File: src/rtl/fetch_unit.sv
// Instruction-fetch stage: owns the PC, talks to instruction memory with a
// request/ready handshake and feeds the IF/ID latch, with one skid entry for stalls.
module fetch_unit #(
  parameter int unsigned          WORD_SIZE = 16,
  parameter logic [WORD_SIZE-1:0] RESET_PC  = '0
) (
  input  logic                 clk,
  input  logic                 reset_n,
  output logic                 i_mem_read,
  output logic [WORD_SIZE-1:0] i_address,
  input  logic [WORD_SIZE-1:0] i_data,
  input  logic                 i_ready,
  input  logic                 stall,
  input  logic                 redirect,
  input  logic [WORD_SIZE-1:0] redirect_pc,
  input  logic                 halt,
  output logic [WORD_SIZE-1:0] if_inst,
  output logic [WORD_SIZE-1:0] if_pc,
  output logic [WORD_SIZE-1:0] if_pc_next,
  output logic                 if_valid,
  output logic [WORD_SIZE-1:0] fetch_count
);

  localparam logic [WORD_SIZE-1:0] ONE = WORD_SIZE'(1);

  typedef enum logic [1:0] {IDLE, WAIT, FULL, HALTED} state_t;

  state_t               state, state_n;
  logic [WORD_SIZE-1:0] pc, pc_n;
  logic                 discard, discard_n;
  logic                 halting, halting_n;
  logic [WORD_SIZE-1:0] skid_inst, skid_inst_n;
  logic [WORD_SIZE-1:0] skid_pc, skid_pc_n;
  logic                 mem_read_n;
  logic [WORD_SIZE-1:0] address_n;
  logic [WORD_SIZE-1:0] inst_n, ifpc_n, ifpcn_n, count_n;
  logic                 valid_n;

  // State and output registers
  always_ff @(posedge clk or negedge reset_n) begin
    if (!reset_n) begin
      state       <= IDLE;
      pc          <= RESET_PC;
      discard     <= 1'b0;
      halting     <= 1'b0;
      skid_inst   <= '0;
      skid_pc     <= '0;
      i_mem_read  <= 1'b0;
      i_address   <= '0;
      if_inst     <= '0;
      if_pc       <= '0;
      if_pc_next  <= '0;
      if_valid    <= 1'b0;
      fetch_count <= '0;
    end else begin
      state       <= state_n;
      pc          <= pc_n;
      discard     <= discard_n;
      halting     <= halting_n;
      skid_inst   <= skid_inst_n;
      skid_pc     <= skid_pc_n;
      i_mem_read  <= mem_read_n;
      i_address   <= address_n;
      if_inst     <= inst_n;
      if_pc       <= ifpc_n;
      if_pc_next  <= ifpcn_n;
      if_valid    <= valid_n;
      fetch_count <= count_n;
    end
  end

  // Next-state and next-output logic; priority is halt > redirect > stall
  always_comb begin
    state_n     = state;
    pc_n        = pc;
    discard_n   = discard;
    halting_n   = halting;
    skid_inst_n = skid_inst;
    skid_pc_n   = skid_pc;
    mem_read_n  = i_mem_read;
    address_n   = i_address;
    inst_n      = if_inst;
    ifpc_n      = if_pc;
    ifpcn_n     = if_pc_next;
    valid_n     = if_valid;
    count_n     = fetch_count;

    // Decode consumes the latch on any unstalled cycle unless refilled below
    if (if_valid && !stall) valid_n = 1'b0;

    case (state)
      IDLE: begin
        if (halt) begin
          valid_n = 1'b0;
          state_n = HALTED;
        end else begin
          mem_read_n = 1'b1;
          address_n  = redirect ? redirect_pc : pc;
          state_n    = WAIT;
          if (redirect) begin
            pc_n    = redirect_pc;
            valid_n = 1'b0;
          end
        end
      end

      WAIT: begin
        if (i_ready) begin
          mem_read_n = 1'b0;
          discard_n  = 1'b0;
          halting_n  = 1'b0;
          state_n    = IDLE;
          if (halt || halting) begin
            valid_n = 1'b0;
            state_n = HALTED;
          end else if (redirect) begin
            pc_n    = redirect_pc;
            valid_n = 1'b0;
          end else if (!discard) begin
            pc_n = pc + ONE;
            if (!if_valid || !stall) begin
              inst_n  = i_data;
              ifpc_n  = pc;
              ifpcn_n = pc + ONE;
              valid_n = 1'b1;
              count_n = fetch_count + ONE;
            end else begin
              skid_inst_n = i_data;
              skid_pc_n   = pc;
              state_n     = FULL;
            end
          end
        end else if (halt || halting) begin
          // Request stays open; its data is thrown away on completion
          halting_n = 1'b1;
          discard_n = 1'b1;
          valid_n   = 1'b0;
        end else if (redirect) begin
          discard_n = 1'b1;
          pc_n      = redirect_pc;
          valid_n   = 1'b0;
        end
      end

      FULL: begin
        if (halt) begin
          valid_n = 1'b0;
          state_n = HALTED;
        end else if (redirect) begin
          pc_n    = redirect_pc;
          valid_n = 1'b0;
          state_n = IDLE;
        end else if (!stall) begin
          inst_n  = skid_inst;
          ifpc_n  = skid_pc;
          ifpcn_n = skid_pc + ONE;
          valid_n = 1'b1;
          count_n = fetch_count + ONE;
          state_n = IDLE;
        end
      end

      HALTED: begin
        mem_read_n = 1'b0;
        valid_n    = 1'b0;
      end

      default: state_n = IDLE;
    endcase
  end

endmodule

File: config.mk
export PLATFORM = sky130hd
export DESIGN_NAME = fetch_unit
export DESIGN_NICKNAME = d
export VERILOG_FILES = /design/src/rtl/fetch_unit.sv
export SDC_FILE = /design/constraint.sdc
export NUM_CORES = 1
export LEC_CHECK = 0
export CELL_PAD_IN_SITES_DETAIL_PLACEMENT = 0
export CELL_PAD_IN_SITES_GLOBAL_PLACEMENT = 1
export CORE_MARGIN = 2
export CORE_UTILIZATION = 35
export CTS_CLUSTER_SIZE = 25
export DETAILED_ROUTE_END_ITERATION = 10
export GPL_TIMING_DRIVEN = 0
export PLACE_DENSITY_LB_ADDON = 0.1
export SYNTH_ARGS = -nofsm -noshare
export SYNTH_HDL_FRONTEND = slang
export SYNTH_SLANG_ARGS = --single-unit
File: constraint.sdc
create_clock -name clk -period 2.71 [get_ports clk]
set_input_delay 0.271 -clock clk [delete_from_list [all_inputs] [get_ports clk]]
set_output_delay 0.271 -clock clk [all_outputs]
set_load 0.02 [all_outputs]
==> flow_summary.toml, run 1 <==
[outcome]
outcome = "complete, no violations"

[run]
max_cap_viol_count = 0

[clock_network]
htree_levels = 4
cts_buffers = 17
cts_sinks = 134
clk_latency_ns = 0.42
cts.root.buffer_cell = "clkbuf_16"
cts_buffer_depth = 2
cts_tree = "yes"
post_cts_resized = 0
clk_pin_slew_worst_paths_ns = 0.06

[grt]
first_global_vias = 5500
track_usage_pct = 18.4
grt_start_max_net_pins = 74
grt_first_pass_wirelength_mm = 29.6
antenna_found_initial = 0
overflow = 0

[critical_path]
worstSetupPathType = "reg2reg"
arrival_ns = 2.69
reg2reg_from = "state[0]$_DFFE_PN0P_"
critPathLaunchType = "register"
crit_required_ns = 3.00
cp-end-kind = "register"
cp_max_fo = 10
worst_r2r_endpoint = "if_pc[15]$_DFFE_PN0P_"
reg2reg_depth = 7
r2r_setup_slack_ns = 0.30

[logic_synthesis]
ys_ff_latch = 134
ys.flop_type = "dfrtp_1"
synth.largest_area_cell = "dfrtp_1"
synthTopCellsByArea = "dfrtp_1, mux2i_1, nand2_1"
yosysWarnings = 0
syn_area_sq_um = 6840
ys_seq_area_share_pct = 49.0
syn_nets = 720
synth_area_per_cell_sq_um = 10.1
synth.top_cell.area_share_pct = 49.0
async_flop_share_pct = 100
synth_cell_type_count = 54
synthCells = 674
synth_edf_count = 0

[cells_and_area]
syn_to_final_growth_pct = 31.6
antenna_cells = 0
multi_input_area_sq_um = 3180
final_cell_mix = "dfrtp_1, clkdlybuf4s50_1, nand2_1"
final_common_cell = "dfrtp_1"
drive_gt1_share_pct = 13.2
ff_latch_area_sq_um = 3350
num-nets-final = 858
final_cell_area_sq_um = 9000
filler_cell_count = 1857

[floorplanning]
io_pins = 120
num_rows = 51
core_region_area_sq_um = 19300
die_h_um = 144
initial_core_util_pct = 35.4
die-width_um = 144
die-area_sq_um = 20700

[timing]
grt_setup_unrepaired = "no"
slew_headroom_pct = 47.4
worstMarginPinSlew_ns = 0.789
finClkSkew_ns = 0.00882
hold_viol = 0
fin_crit_sh_pct = 88.7
final_max_slew_viol_count = 0
finalSetupViolations = 0
max_freq_mhz = 416
min_period_ns = 2.41
setup_tns_ns = 0

[pwr]
vdd_drop_max_uv = 438
power_density_nw_per_um2 = 1100
power_leakage_nw = 3.93

[route]
wl_met3_um = 937
wl_met2_mm = 8.09
first_pass_iters = 5
first_iter_violations = 433
ant_nets = 0
drt-total-wl_mm = 18.3
wire_per_inst_um = 16.8
via_per_inst = 5.02
topRoutingLayerUsed = "met4"
drcViolationCount = 0
met1_length_mm = 9.07
dr_total_vias = 5477

[min_path]
min_to = "pc[2]$_DFFE_PN0P_"
min_from = "redirect"
holdCritPathClass = "in2reg"
whs_path_depth = 3

[place]
numPortBuffers = 117
place_hpwl_mm = 13.6
gp_congestion = 0.853
place_area_sq_um = 8370
-- cells in the mapped netlist (7+ instances only) --
| cell type | instances |
|---|---|
| dfrtp_1 | 134 |
| nand2_1 | 92 |
| mux2i_1 | 54 |
| o21ai_0 | 41 |
| o21ai_1 | 37 |
| a21oi_1 | 31 |
| mux2_2 | 28 |
| buf_2 | 22 |
| nor2_1 | 22 |
| xnor2_1 | 22 |
| clkbuf_1 | 20 |
| xor2_1 | 18 |
| nand3_1 | 16 |
| nand4_1 | 14 |
| o22ai_1 | 14 |
| nor3_1 | 10 |
| inv_1 | 9 |
| and3_1 | 8 |
| ha_1 | 8 |
| nor4_1 | 7 |
-- state kept, by name, indices dropped and copies added (netlist names) --
name	cells
state	2
discard	1
if_inst	16
if_pc	16
fetch_count	16
skid_pc	16
i_mem_read	1
i_address	16
skid_inst	16
halting	1
if_valid	1
pc	16
if_pc_next	16
-- cells by family (layout without fill, tap and decap cells) --
family	Yosys count	after routing	share of synthesized area, %
flops	134	134	49.0
xor+xnor	40	40	5.12
fa+ha+maj	8	8	1.46
buf+inv	62	213	4.48
compound gates	151	151	12.9
mux	82	82	12.5
simple gates	197	197	14.5
-- worst max path at each step --
stage | start | end | slack, ns | depth (start not counted)
6_report | state[0]$_DFFE_PN0P_ | if_pc[15]$_DFFE_PN0P_ | 0.30 | 7
5_1_grt | state[0]$_DFFE_PN0P_ | if_inst[8]$_DFFE_PN0P_ | 0.08 | 9
4_1_cts | state[0]$_DFFE_PN0P_ | if_inst[7]$_DFFE_PN0P_ | 0.27 | 9
3_5_place_dp | state[0]$_DFFE_PN0P_ | if_inst[7]$_DFFE_PN0P_ | 0.28 | 9
3_3_place_gp | reset_n | i_address[0]$_DFFE_PN0P_ | -4.10 | 1
2_1_floorplan | state[1]$_DFFE_PN0P_ | if_pc_next[15]$_DFFE_PN0P_ | 0.69 | 10
-- timing repair --
action,in CTS,in global routing
hold buffers,1,0
endpoints found under the hold margin,61,0
setup buffers,0,0
-- stage by stage --
stage	setup WS [ns]	hold WS, ns	util [%]	std cells	total power, mW
after floorplan	0.691	-0.0246	-	674	5.74
after global placement	-4.10	0.461	43.1	1056	7.47
after detailed placement	0.282	0.299	43.3	1057	7.55
after CTS	0.266	0.213	46.5	1090	10.0
after global routing	0.0836	0.250	46.5	1090	10.6
final	0.305	0.230	46.5	1090	9.91
-- cell type report --
cell class | count | area share [%]
clock inverter | 12 | 1.67
tap | 265 | 3.69
inverter | 10 | 0.417
multi-input combinational | 478 | 35.3
buffer | 52 | 2.99
sequential | 134 | 37.3
timing repair buffer | 119 | 13.4
clock buffer | 20 | 5.19
-- power by group --
group,internal (mW),switching (mW)
logic,1.89,2.54
clock network,1.52,0.889
registers,2.64,0.438
-- per-layer routing --
layer	GRT usage, %	vias up
met3	3.87	16
met5	0	-
met1	26.4	2605
li1	-	2672
met2	28.2	184
met4	5.31	0
-- worst max-delay path: stages (launching register included) --
cell and delay (ns):
dfrtp_1 0.43, inv_1 0.11, ha_1 0.14, buf_2 0.17, buf_2 0.32, clkbuf_1 0.61
mux2i_1 0.40, o21ai_1 0.09
Power figures use the tool's default switching activity.
==> run 2, diff against run 1 <==
Settings changed: CORE_ASPECT_RATIO set to 0.7, CORE_MARGIN 2 to 4.
==> run 2 against run 1 <==
  * Sequential cell count unchanged
  * Worst hold slack got worse by 0.023 ns
  * Combinational power about the same
  * Non-clock buffer count unchanged
  * Utilization increased by 0.95 points
  * Fmax decreased by 3.3%
  * Via count increased by 3.0%
  * Setup slack got worse by 0.082 ns
  * Register-to-register slack got worse by 0.08 ns
  * First-iteration DRC count decreased by 18%
  * Clock power increased by 7%
  * Total power increased by 2.1%
==> flow_summary.toml, run 2 (synthesis gave the netlist of run 1 again) <==
[timing]
fin_crit_sh_pct = 91.8
finClkSkew_ns = 0.00704
grt_setup_unrepaired = "no"
max_freq_mhz = 402
fin_ws_ns = 0.223
finalSetupViolations = 0
final_max_slew_viol_count = 0
slew_headroom_pct = 45.8
worstMarginPinSlew_ns = 0.813
hold_viol = 0
min_period_ns = 2.49

[grt]
grt_start_max_net_pins = 93
antenna_found_initial = 0
overflow = 0
track_usage_pct = 18.1
grt_first_pass_wirelength_mm = 31.8
first_global_vias = 5791

[cells_and_area]
final_common_cell = "dfrtp_1"
final_cell_mix = "dfrtp_1, clkdlybuf4s50_1, nand2_1"
antenna_cells = 0
syn_to_final_growth_pct = 32.1
drive_gt1_share_pct = 13.2
num-nets-final = 858

[pwr]
power_leakage_nw = 3.94
p_sw_mw = 3.96
seqPwrFrac_pct = 30.6
share_comb_of_total_power_pct = 44.0
power_density_nw_per_um2 = 1120
p_sw_share_pct = 39.1
p_int_mw = 6.16
power_frac_clock_pct = 25.4
power_mw = 10.1
vdd_drop_max_uv = 442

[clock_network]
cts_sinks = 134
clk_latency_ns = 0.42
htree_levels = 4
cts_tree = "yes"
cts.root.buffer_cell = "clkbuf_16"
clk_pin_slew_worst_paths_ns = 0.06
cts_buffer_depth = 2
cts_buffers = 17

[route]
ant_nets = 0
first_pass_iters = 5
via_per_inst = 5.18
dr_total_vias = 5644
first_iter_violations = 357
drt-total-wl_mm = 19.7
drcViolationCount = 0
wire_per_inst_um = 18.1

[floorplanning]
core_region_area_sq_um = 19000
die-width_um = 175
num_rows = 42
die_h_um = 125
die-area_sq_um = 21900
io_pins = 120
initial_core_util_pct = 35.9

[critical_path]
cp-end-kind = "register"
crit_family = "buffers and inverters"
crit_buf_inv = 4
reg2reg_depth = 10
slowest_delay_ns = 0.43
crit_required_ns = 2.99
worstPathCellList = "inv_1 -> ha_1 -> buf_2 -> nor2_1 -> and2_1 -> clkbuf_1 -> buf_2 -> nand2_1 -> a222oi_1 -> o31ai_1"
critPathLaunchType = "register"
arrival_ns = 2.77
cp_max_fo = 10
crit_top_cell = "buf_2"
worst_path_max_delay_cell = "dfrtp_1"
worstSetupPathType = "reg2reg"
cp.depth = 10

[place]
dp_slack_ns = 0.212
numPortBuffers = 117
gp_congestion = 0.839
place_hpwl_mm = 14.6

[min_path]
whs_path_depth = 3
holdCritPathClass = "in2reg"

[run]
max_cap_viol_count = 0

[outcome]
outcome = "complete, no violations"
## run 2: changes by cell type in the layout (fill, tap and decap cells not counted), sizes merged
cell / delta
clkinvlp: -1
clkbuf: -3
clkinv: +1
bufinv: +2
inv: +1
## run 2: worst register-to-register path: stages, from the launching register on
cell and delay (ns):
dfrtp_1 0.43, inv_1 0.11, ha_1 0.20, buf_2 0.16
nor2_1 0.17, and2_1 0.15, clkbuf_1 0.32, buf_2 0.32
nand2_1 0.10, a222oi_1 0.26, o31ai_1 0.13
## run 2: worst paths after layout
path                                              from                          end  slack [ns]
max                               state[0]$_DFFE_PN0P_           pc[10]$_DFFE_PN0P_        0.22
min                                           redirect            pc[2]$_DFFE_PN0P_        0.21
max reg2reg                       state[0]$_DFFE_PN0P_           pc[10]$_DFFE_PN0P_        0.22
min reg2reg                fetch_count[15]$_DFFE_PN0P_  fetch_count[15]$_DFFE_PN0P_        0.47
max in group asynchronous                      reset_n            pc[2]$_DFFE_PN0P_        1.56
min in group asynchronous                      reset_n       if_inst[9]$_DFFE_PN0P_        0.34
## run 2: layout make-up
cell class	count	area, sq um
tap	264	330
fill	1803	9990
sequential	134	3350
multi-input combinational	478	3180
timing repair buffer	119	1210
inverter	10	37.5
clock inverter	15	228
clock buffer	17	425
buffer	52	269
## run 2: layer usage
layer  up-vias  track usage, %  wire length, um
met2       141            27.4             8800
met5         -               0                0
met1      2818            26.2             9690
met4         0            4.39              225
li1       2668               -                -
met3        17            4.53             1030
## run 2: power groups by stage
stage | Combinational, mW | Sequential (mW) | Clock [mW]
floorplan | 2.17 | 3.57 | 0
global placement | 4.41 | 3.10 | 0
detailed placement | 4.48 | 3.12 | 0
CTS | 4.50 | 3.09 | 2.62
global route | 4.87 | 3.18 | 2.72
finish | 4.45 | 3.09 | 2.57
## run 2: what timing repair did
action                    CTS  global route
hold endpoints to repair   42             0
resized for setup           0             0
buffers inserted            0             0
hold buffers                1             0
## run 2: metrics by stage
stage | hold slack [ns] | setup TNS (ns) | util, % | instance area (sq um) | cells
after CTS | 0.190 | 0 | 47.5 | 9030 | 1089
final | 0.207 | 0 | 47.5 | 9030 | 1089
after detailed placement | 0.229 | 0 | 44.0 | 8370 | 1056
after floorplan | -0.0246 | 0 | - | 6840 | 674
after global routing | 0.222 | 0 | 47.5 | 9030 | 1089
after global placement | 0.463 | -558.88 | 43.8 | 8340 | 1055
